==> config.mk <==
export PLATFORM = sky130hd
export DESIGN_NAME = arbiter_rr16
export DESIGN_NICKNAME = d
export VERILOG_FILES = /design/src/rtl/arbiter_rr16.sv
export SDC_FILE = /design/constraint.sdc
export NUM_CORES = 1
export LEC_CHECK = 0
export ABC_AREA = 1
export CAP_MARGIN = 0
export CORE_MARGIN = 8
export CORE_UTILIZATION = 58
export CTS_BUF_LIST = sky130_fd_sc_hd__clkbuf_4 sky130_fd_sc_hd__clkbuf_8
export CTS_CLUSTER_SIZE = 28
export DETAILED_ROUTE_END_ITERATION = 7
export GPL_TIMING_DRIVEN = 0
export PLACE_DENSITY_LB_ADDON = 0.3
export SLEW_MARGIN = 40
export SYNTH_ARGS = -nofsm -noshare
export SYNTH_HDL_FRONTEND = slang
export SYNTH_SLANG_ARGS = --single-unit
==> constraint.sdc <==
create_clock -name clk -period 4.85 [get_ports clk]
set_input_delay 0.97 -clock clk [delete_from_list [all_inputs] [get_ports clk]]
set_output_delay 0.97 -clock clk [all_outputs]
set_load 0.05 [all_outputs]
==> src/rtl/arbiter_rr16.sv <==
// -----------------------------------------------------------------------------
// arbiter_rr16 : 16-way round-robin arbiter with bounded grant hold time.
//
// A single grant is issued at a time. The winner is the first set request bit
// found scanning upward (with wrap) from the index just after the previous
// winner. A grant ends when the holder signals done, drops its request, or
// has held the grant for MAX_HOLD cycles (forced release, flagged by timeout).
// Every grant is followed by one RELEASE cycle and one IDLE cycle.
//
// Ports
//   clk           in   1   rising-edge clock
//   rst           in   1   synchronous active-high reset
//   enable        in   1   permits new grants (does not cut an active grant)
//   req           in  16   request vector, bit i = requester i
//   done          in   1   current holder finished
//   grant_onehot  out 16   registered one-hot grant, zero when no grant
//   grant_idx     out  4   registered index of the granted requester
//   grant_valid   out  1   grant active
//   timeout       out  1   one-cycle pulse on forced release
//
// state   | meaning
// --------+-----------------------------------------------------------
// IDLE    | no grant; arbitrate when enable=1 and any request present
// GRANT   | grant held; count hold cycles, watch done / req / limit
// RELEASE | one dead cycle after a grant, outputs cleared
// -----------------------------------------------------------------------------
module arbiter_rr16 #(
  parameter int MAX_HOLD = 16
) (
  input  logic        clk,
  input  logic        rst,
  input  logic        enable,
  input  logic [15:0] req,
  input  logic        done,
  output logic [15:0] grant_onehot,
  output logic [3:0]  grant_idx,
  output logic        grant_valid,
  output logic        timeout
);

  localparam int CW = $clog2(MAX_HOLD + 1);
  localparam logic [CW-1:0] HOLD_MAX = CW'(MAX_HOLD);

  typedef enum logic [1:0] {
    S_IDLE,
    S_GRANT,
    S_RELEASE
  } state_t;

  state_t        r_state, w_state_nxt;
  logic [CW-1:0] r_hold, w_hold_nxt;
  logic [3:0]    r_last_idx, w_last_idx_nxt;
  logic [15:0]   r_grant_onehot, w_grant_onehot_nxt;
  logic [3:0]    r_grant_idx, w_grant_idx_nxt;
  logic          r_grant_valid, w_grant_valid_nxt;
  logic          r_timeout, w_timeout_nxt;

  logic          w_found;
  logic [3:0]    w_win;
  logic          w_hold_full;
  logic          w_holder_req;

  // Rotating priority search: candidates last+1, last+2, ... last+16 (mod 16);
  // 4-bit addition supplies the wrap from 15 to 0.
  always_comb begin : rr_search
    logic [3:0] cand;
    w_found = 1'b0;
    w_win   = r_last_idx;
    cand    = r_last_idx;
    for (int k = 1; k <= 16; k++) begin
      cand = r_last_idx + 4'(k);
      if (!w_found && req[cand]) begin
        w_found = 1'b1;
        w_win   = cand;
      end
    end
  end

  assign w_hold_full  = (r_hold == HOLD_MAX);
  assign w_holder_req = req[r_grant_idx];

  always_comb begin
    w_state_nxt        = r_state;
    w_hold_nxt         = r_hold;
    w_last_idx_nxt     = r_last_idx;
    w_grant_onehot_nxt = r_grant_onehot;
    w_grant_idx_nxt    = r_grant_idx;
    w_grant_valid_nxt  = r_grant_valid;
    w_timeout_nxt      = 1'b0;

    case (r_state)
      S_IDLE: begin
        if (enable && w_found) begin
          w_state_nxt        = S_GRANT;
          w_grant_valid_nxt  = 1'b1;
          w_grant_idx_nxt    = w_win;
          w_grant_onehot_nxt = 16'd1 << w_win;
          w_last_idx_nxt     = w_win;
          w_hold_nxt         = CW'(1);
        end
      end

      S_GRANT: begin
        if (done || !w_holder_req || w_hold_full) begin
          w_state_nxt        = S_RELEASE;
          w_grant_valid_nxt  = 1'b0;
          w_grant_onehot_nxt = '0;
          w_hold_nxt         = '0;
          // Only a release caused purely by the hold limit counts as timeout.
          w_timeout_nxt      = w_hold_full && !done && w_holder_req;
        end else begin
          w_hold_nxt = r_hold + CW'(1);
        end
      end

      S_RELEASE: begin
        w_state_nxt = S_IDLE;
      end

      default: begin
        w_state_nxt        = S_IDLE;
        w_grant_valid_nxt  = 1'b0;
        w_grant_onehot_nxt = '0;
        w_hold_nxt         = '0;
      end
    endcase
  end

  always_ff @(posedge clk) begin
    if (rst) begin
      r_state        <= S_IDLE;
      r_hold         <= '0;
      r_last_idx     <= 4'hF;
      r_grant_onehot <= '0;
      r_grant_idx    <= '0;
      r_grant_valid  <= 1'b0;
      r_timeout      <= 1'b0;
    end else begin
      r_state        <= w_state_nxt;
      r_hold         <= w_hold_nxt;
      r_last_idx     <= w_last_idx_nxt;
      r_grant_onehot <= w_grant_onehot_nxt;
      r_grant_idx    <= w_grant_idx_nxt;
      r_grant_valid  <= w_grant_valid_nxt;
      r_timeout      <= w_timeout_nxt;
    end
  end

  assign grant_onehot = r_grant_onehot;
  assign grant_idx    = r_grant_idx;
  assign grant_valid  = r_grant_valid;
  assign timeout      = r_timeout;

endmodule

==> results.json, run 1 <==
{
  "grt_pass1_vias": 3655,
  "yosys_most_used_dff": "dfxtp_1",
  "critPathMaxStageDelay_ps": 490,
  "seq_area_um2": 660.6,
  "syn-mean-instance-area_um2": 5.962,
  "crit_chain": "inv_1, buf_2, ha_1, clkbuf_1, inv_1, nand3_1, nand3_1, nand2_1, nand3_2, nor2_4, nand3_4, nor2_8, nand4_4, nor2_4, nand4_1, inv_2, nand4_1, nand3_1, nand2_2, clkinv_2, o21ai_2, buf_6, nor3_2",
  "clock-sinks": 33,
  "r2r_slack_ps": 460,
  "rows": 27,
  "synth.yosys.warnings": 0,
  "ff2ff_path_depth": 23,
  "async_flop_share_pct": 0,
  "dpl.hpwl_um": 8114,
  "hold_class": "reg2reg",
  "startpoint_type": "flip-flop",
  "outcome": "finished clean",
  "place_area_mm2": 0.003865,
  "synth.net_count": 596,
  "cts_tree": "yes",
  "worst_path_most_repeated_cell": "nand3_1",
  "dr_total_vias": 3920,
  "antenna_found_initial": 0,
  "synth_edf_count": 0,
  "clock_latency_ps": 290,
  "cts_root_buffer": "clkbuf_8",
  "post-cts-setup-buffer-count": 0,
  "maxSlewHeadroom_pct": 45.21,
  "reg2reg_from": "r_last_idx[1]",
  "maxCapViolations": 0,
  "gp_congestion": 0.9832,
  "grt_max_degree": 14,
  "cts_resized": 0,
  "die_y_um": 92.28,
  "io-pin-count": 42,
  "rsz0062_at_grt": "false",
  "antennaDiodeCount": 0,
  "overflow": 0,
  "final_nets": 643,
  "max_freq_mhz": 227.7,
  "synth_area_mm2": 0.003374,
  "ys_seq_area_share_pct": 19.58,
  "fin_area_mm2": 0.003985,
  "utilization_pct": 71.49,
  "crit_fanout": 13,
  "dr.pass1.iters": 7,
  "start_util_pct": 60.54,
  "critical_path_class": "reg2reg",
  "synthToLayoutAreaGrowth_pct": 18.09,
  "htreeDepth": 2,
  "vias_per_cell": 5.714,
  "slew_viol_final": 0,
  "hold_start": "grant_onehot[7]",
  "rr_endpoint": "r_hold[2]",
  "worstMarginPinSlew_ps": 816.0,
  "period_share_pct": 90.57,
  "numCtsBuffers": 5,
  "totalNegativeSetupSlack_ps": 0,
  "drcViolationCount": 0,
  "fin_worst_skew_ps": 6.797,
  "cp.arrival_ps": 4600,
  "synth_cell_types": 43,
  "slowest_stage": "dfxtp_1",
  "fin_hold_ws_ps": 476.4,
  "grt_use_total_pct": 24.46,
  "whs_endpoint": "grant_onehot[7]",
  "die_w_um": 92.28,
  "num-fill-cells": 504,
  "drt-total-wl_um": 10530,
  "syn_inst": 566,
  "multiInputGateArea_mm2": 0.002265,
  "clock_path_buffers": 2,
  "ant_nets": 0,
  "routed.top_layer": "met4",
  "hold_buffers": 0,
  "min_path_cells": 2,
  "drive_gt1_share_pct": 11.24,
  "period_needed_ps": 4393,
  "drtIter0Drc": 431,
  "wl_met1_um": 4692,
  "dieArea_mm2": 0.008515,
  "grt_pass1_wl_um": 17190,
  "met3RoutedLength_um": 877,
  "setup_violations": 0,
  "routedWlPerCell_um": 15.35,
  "portBuffers": 40,
  "core-area_mm2": 0.005574,
  "end_kind": "flip-flop",
  "wl_met2_um": 4785,
  "finalHoldViolCount": 0,
  "worstPathRequired_ps": 5050,
  "ys_seq_elements": 33,
  "clk_transition_reported_paths_ps": 80
}
## critical path: cells and delay by family (launching register included)
family,cells,cell delay (ps)
flip-flops,1,490
adder cells (fa/ha/maj),1,310
buffers and inverters,7,1430
AND/OR/NAND/NOR,14,1910
AO/OA/AOI/OAI,1,170
## layout by cell type, fill, tap and decap left out, types with 3 or more instances in the layout
cell,count
o21a_1,4
a21oi_1,22
nand2_2,10
nand4_1,5
clkdlybuf4s50_1,40
o22ai_1,9
inv_1,76
xnor2_1,3
buf_2,5
dfxtp_1,33
clkbuf_8,6
xor2_1,5
buf_6,6
nand3_1,80
nand2_1,171
ha_1,10
nor3_1,3
nand3_2,3
o211ai_1,5
clkbuf_1,3
nor2_1,35
o21ai_1,4
o22ai_2,8
o21ai_0,27
nor2_2,3
inv_2,9
## stage by stage
step                setup slack [ps]  cells
finish                         457.4    686
detailed placement             639.9    678
floorplan                       1503    566
global route                   225.0    686
global placement               731.1    678
CTS                            556.0    686
## flip-flops by register name (all words and copies together), names as in the netlist
register and cells:
grant_onehot 16, r_hold 5, grant_idx 4, r_last_idx 4, r_state 2, grant_valid 1
timeout 1
## worst max path at each step
stage / to / startpoint / cells after the start
floorplan: grant_onehot[10] / r_last_idx[1] / 24
CTS: r_hold[2] / r_last_idx[1] / 23
detailed placement: grant_onehot[9] / r_last_idx[1] / 23
finish: r_hold[2] / r_last_idx[1] / 23
global route: grant_onehot[9] / r_last_idx[1] / 27
global placement: grant_onehot[8] / r_last_idx[1] / 23
## synthesized netlist by cell type (3+ instances only)
cell type | n | area (µm²)
nand2_1 | 171 | 641.9
nand3_1 | 80 | 400.4
a21oi_1 | 22 | 110.1
o21a_1 | 4 | 30.03
nor2_1 | 35 | 131.4
clkbuf_1 | 3 | 11.26
ha_1 | 10 | 125.1
xor2_1 | 5 | 43.79
nand4_1 | 5 | 31.28
nor3_1 | 3 | 15.01
nor2_2 | 3 | 18.77
buf_6 | 6 | 67.56
o22ai_2 | 8 | 100.1
nand3_2 | 3 | 30.03
o211ai_1 | 5 | 37.54
inv_1 | 76 | 285.3
o22ai_1 | 9 | 56.30
o21ai_0 | 27 | 135.1
xnor2_1 | 3 | 26.28
inv_2 | 9 | 33.78
nand2_2 | 10 | 62.56
buf_2 | 5 | 25.02
dfxtp_1 | 33 | 660.6
o21ai_1 | 4 | 20.02
## cell families after synthesis
| group | synth area share [%] |
|---|---|
| adders and majority gates | 3.708 |
| xor gates and xnor gates | 3.040 |
| and+or+nand+nor | 43.12 |
| AOI/OAI and AO/OA | 17.24 |
| buffers and inverters | 13.31 |
| DFF | 19.58 |
## metal layers
metal  vias to the layer above  global-route usage (%)
met5                         -                       0
met4                         0                   6.711
li1                       1929                       -
met1                      1792                   32.13
met3                        16                   3.993
met2                       183                   40.17
## area by class of cell
| class | count | share of cell area (%) |
|---|---|---|
| Sequential cell | 33 | 16.58 |
| Buffer | 16 | 2.983 |
| Timing Repair Buffer | 40 | 10.05 |
| Inverter | 87 | 8.289 |
| Clock inverter | 2 | 0.9419 |
| Tap cell | 72 | 2.261 |
| Clock buffer | 6 | 2.072 |
| Multi-Input combinational cell | 430 | 56.83 |
Power of run 1 is not shown: default switching activity piles up to over one toggle a cycle in this logic, so the estimate is an artifact.
==> run 2: changes to the inputs <==
- PLACE_DENSITY: not set -> 0.83
- PLACE_DENSITY_LB_ADDON: 0.3 -> not set
==> run 2 against run 1 <==
Net effect: global-route usage fell by 0.17 points; via count decreased by 0.66%; critical endpoint is now grant_onehot[13]; register-to-register slack better by 200 ps; critical path type unchanged; clock skew rose by 1.2 ps; cell count unchanged; wire length decreased by 1.5%; hold slack improved by 1.0 ps; setup slack improved by 200 ps; design area unchanged; die area unchanged; sequential share of layout area stayed put.
==> results.json, run 2 (same netlist as run 1, synthesis figures left out) <==
{
  "worstPathRequired_ps": 5050,
  "dpl.hpwl_um": 8100,
  "gp_congestion": 0.9692,
  "htreeDepth": 2,
  "postLayoutSetupSlackWorst_ps": 653.0,
  "grt_pass1_wl_um": 16970,
  "numCtsBuffers": 5,
  "utilization_pct": 71.49,
  "start_util_pct": 60.54,
  "critPathMaxStageDelay_ps": 450,
  "rsz0062_at_grt": "false",
  "seq_area_um2": 660.6,
  "clock_path_buffers": 2,
  "startpoint_type": "flip-flop",
  "cp.arrival_ps": 4400,
  "critical_path_class": "reg2reg",
  "synthToLayoutAreaGrowth_pct": 18.09,
  "dr.pass1.iters": 5,
  "fin_worst_skew_ps": 7.977,
  "drcViolationCount": 0,
  "rows": 27,
  "clk_transition_reported_paths_ps": 70,
  "final_nets": 643,
  "maxCapViolations": 0,
  "routedWlPerCell_um": 15.12,
  "slew_viol_final": 0,
  "largest_reg_flops": 16,
  "antenna_found_initial": 0,
  "hold_class": "reg2reg",
  "num-fill-cells": 505,
  "dieArea_mm2": 0.008515,
  "dpl_worst_slack_ps": 745.8,
  "clock_latency_ps": 290,
  "ant_nets": 0,
  "drtIter0Drc": 315,
  "io-pin-count": 42,
  "grt_max_degree": 14,
  "worst_path_most_repeated_cell": "nand2_1",
  "setup_violations": 0,
  "finalHoldViolCount": 0,
  "totalNegativeSetupSlack_ps": 0,
  "drt-total-wl_um": 10370,
  "cts_root_buffer": "clkbuf_8",
  "maxSlewHeadroom_pct": 49.48,
  "vias_per_cell": 5.676,
  "dr_total_vias": 3894,
  "period_share_pct": 86.54,
  "die_w_um": 92.28,
  "grt_use_total_pct": 24.29,
  "period_needed_ps": 4197,
  "final_cell_mix": "171 x nand2_1, 80 x nand3_1, 76 x inv_1",
  "end_kind": "flip-flop",
  "max_freq_mhz": 238.3,
  "outcome": "finished clean",
  "hold_buffers": 0,
  "multiInputGateArea_mm2": 0.002265,
  "slowest_stage": "dfxtp_1",
  "cp_top_family": "simple AND/OR/NAND/NOR gates",
  "post-cts-setup-buffer-count": 0,
  "grt_pass1_vias": 3713,
  "crit_fanout": 13,
  "drive_gt1_share_pct": 11.24,
  "worstMarginPinSlew_ps": 752.5,
  "cts_resized": 0,
  "cts_tree": "yes",
  "overflow": 0,
  "clock-sinks": 33,
  "final_common_cell": "nand2_1",
  "antennaDiodeCount": 0,
  "core-area_mm2": 0.005574,
  "die_y_um": 92.28,
  "critPathBufInv": 7,
  "portBuffers": 40
}
## run 2: cell types whose count changed in the layout (fill, tap and decap cells not counted)
cell / change
clkbuf_4: +1
clkinvlp_4: -1
## run 2: path summary, 6_finish.rpt
kind	from	end	slack (ps)	depth (start not counted)
worst max-delay path	r_last_idx[1]	grant_onehot[13]	650	25
worst min-delay path	grant_onehot[5]	grant_onehot[5]	480	2
worst max register to register	r_last_idx[1]	grant_onehot[13]	650	25
worst min register to register	grant_onehot[5]	grant_onehot[5]	480	2
## run 2: routing by layer
layer | track usage [%] | routed length, µm
met5 | 0 | 0
met4 | 7.785 | 184
met3 | 5.053 | 852
met2 | 40.35 | 4705
met1 | 30.51 | 4628
## run 2: worst min-delay path, stage by stage (launching register included)
cell,delay [ps]
dfxtp_1,310
inv_1,50
o22ai_1,70
## run 2: layout make-up
cell class	instances	share of cell area [%]
timing repair buffer	40	10.05
inverter	87	8.289
tap	72	2.261
sequential	33	16.58
clock inverter	1	0.7535
clock buffer	7	2.261
multi-input combinational	430	56.83
buffer	16	2.983
## run 2: per-stage QoR
step                      hold WS, ps  instance area, µm²  cells
final                           477.4                3985    686
after CTS                       476.3                3985    686
after global routing            492.9                3985    686
after global placement          460.9                3865    678
after floorplan                 479.6                3374    566
after detailed placement        465.0                3865    678
Power of run 2 is left out for the same reason.
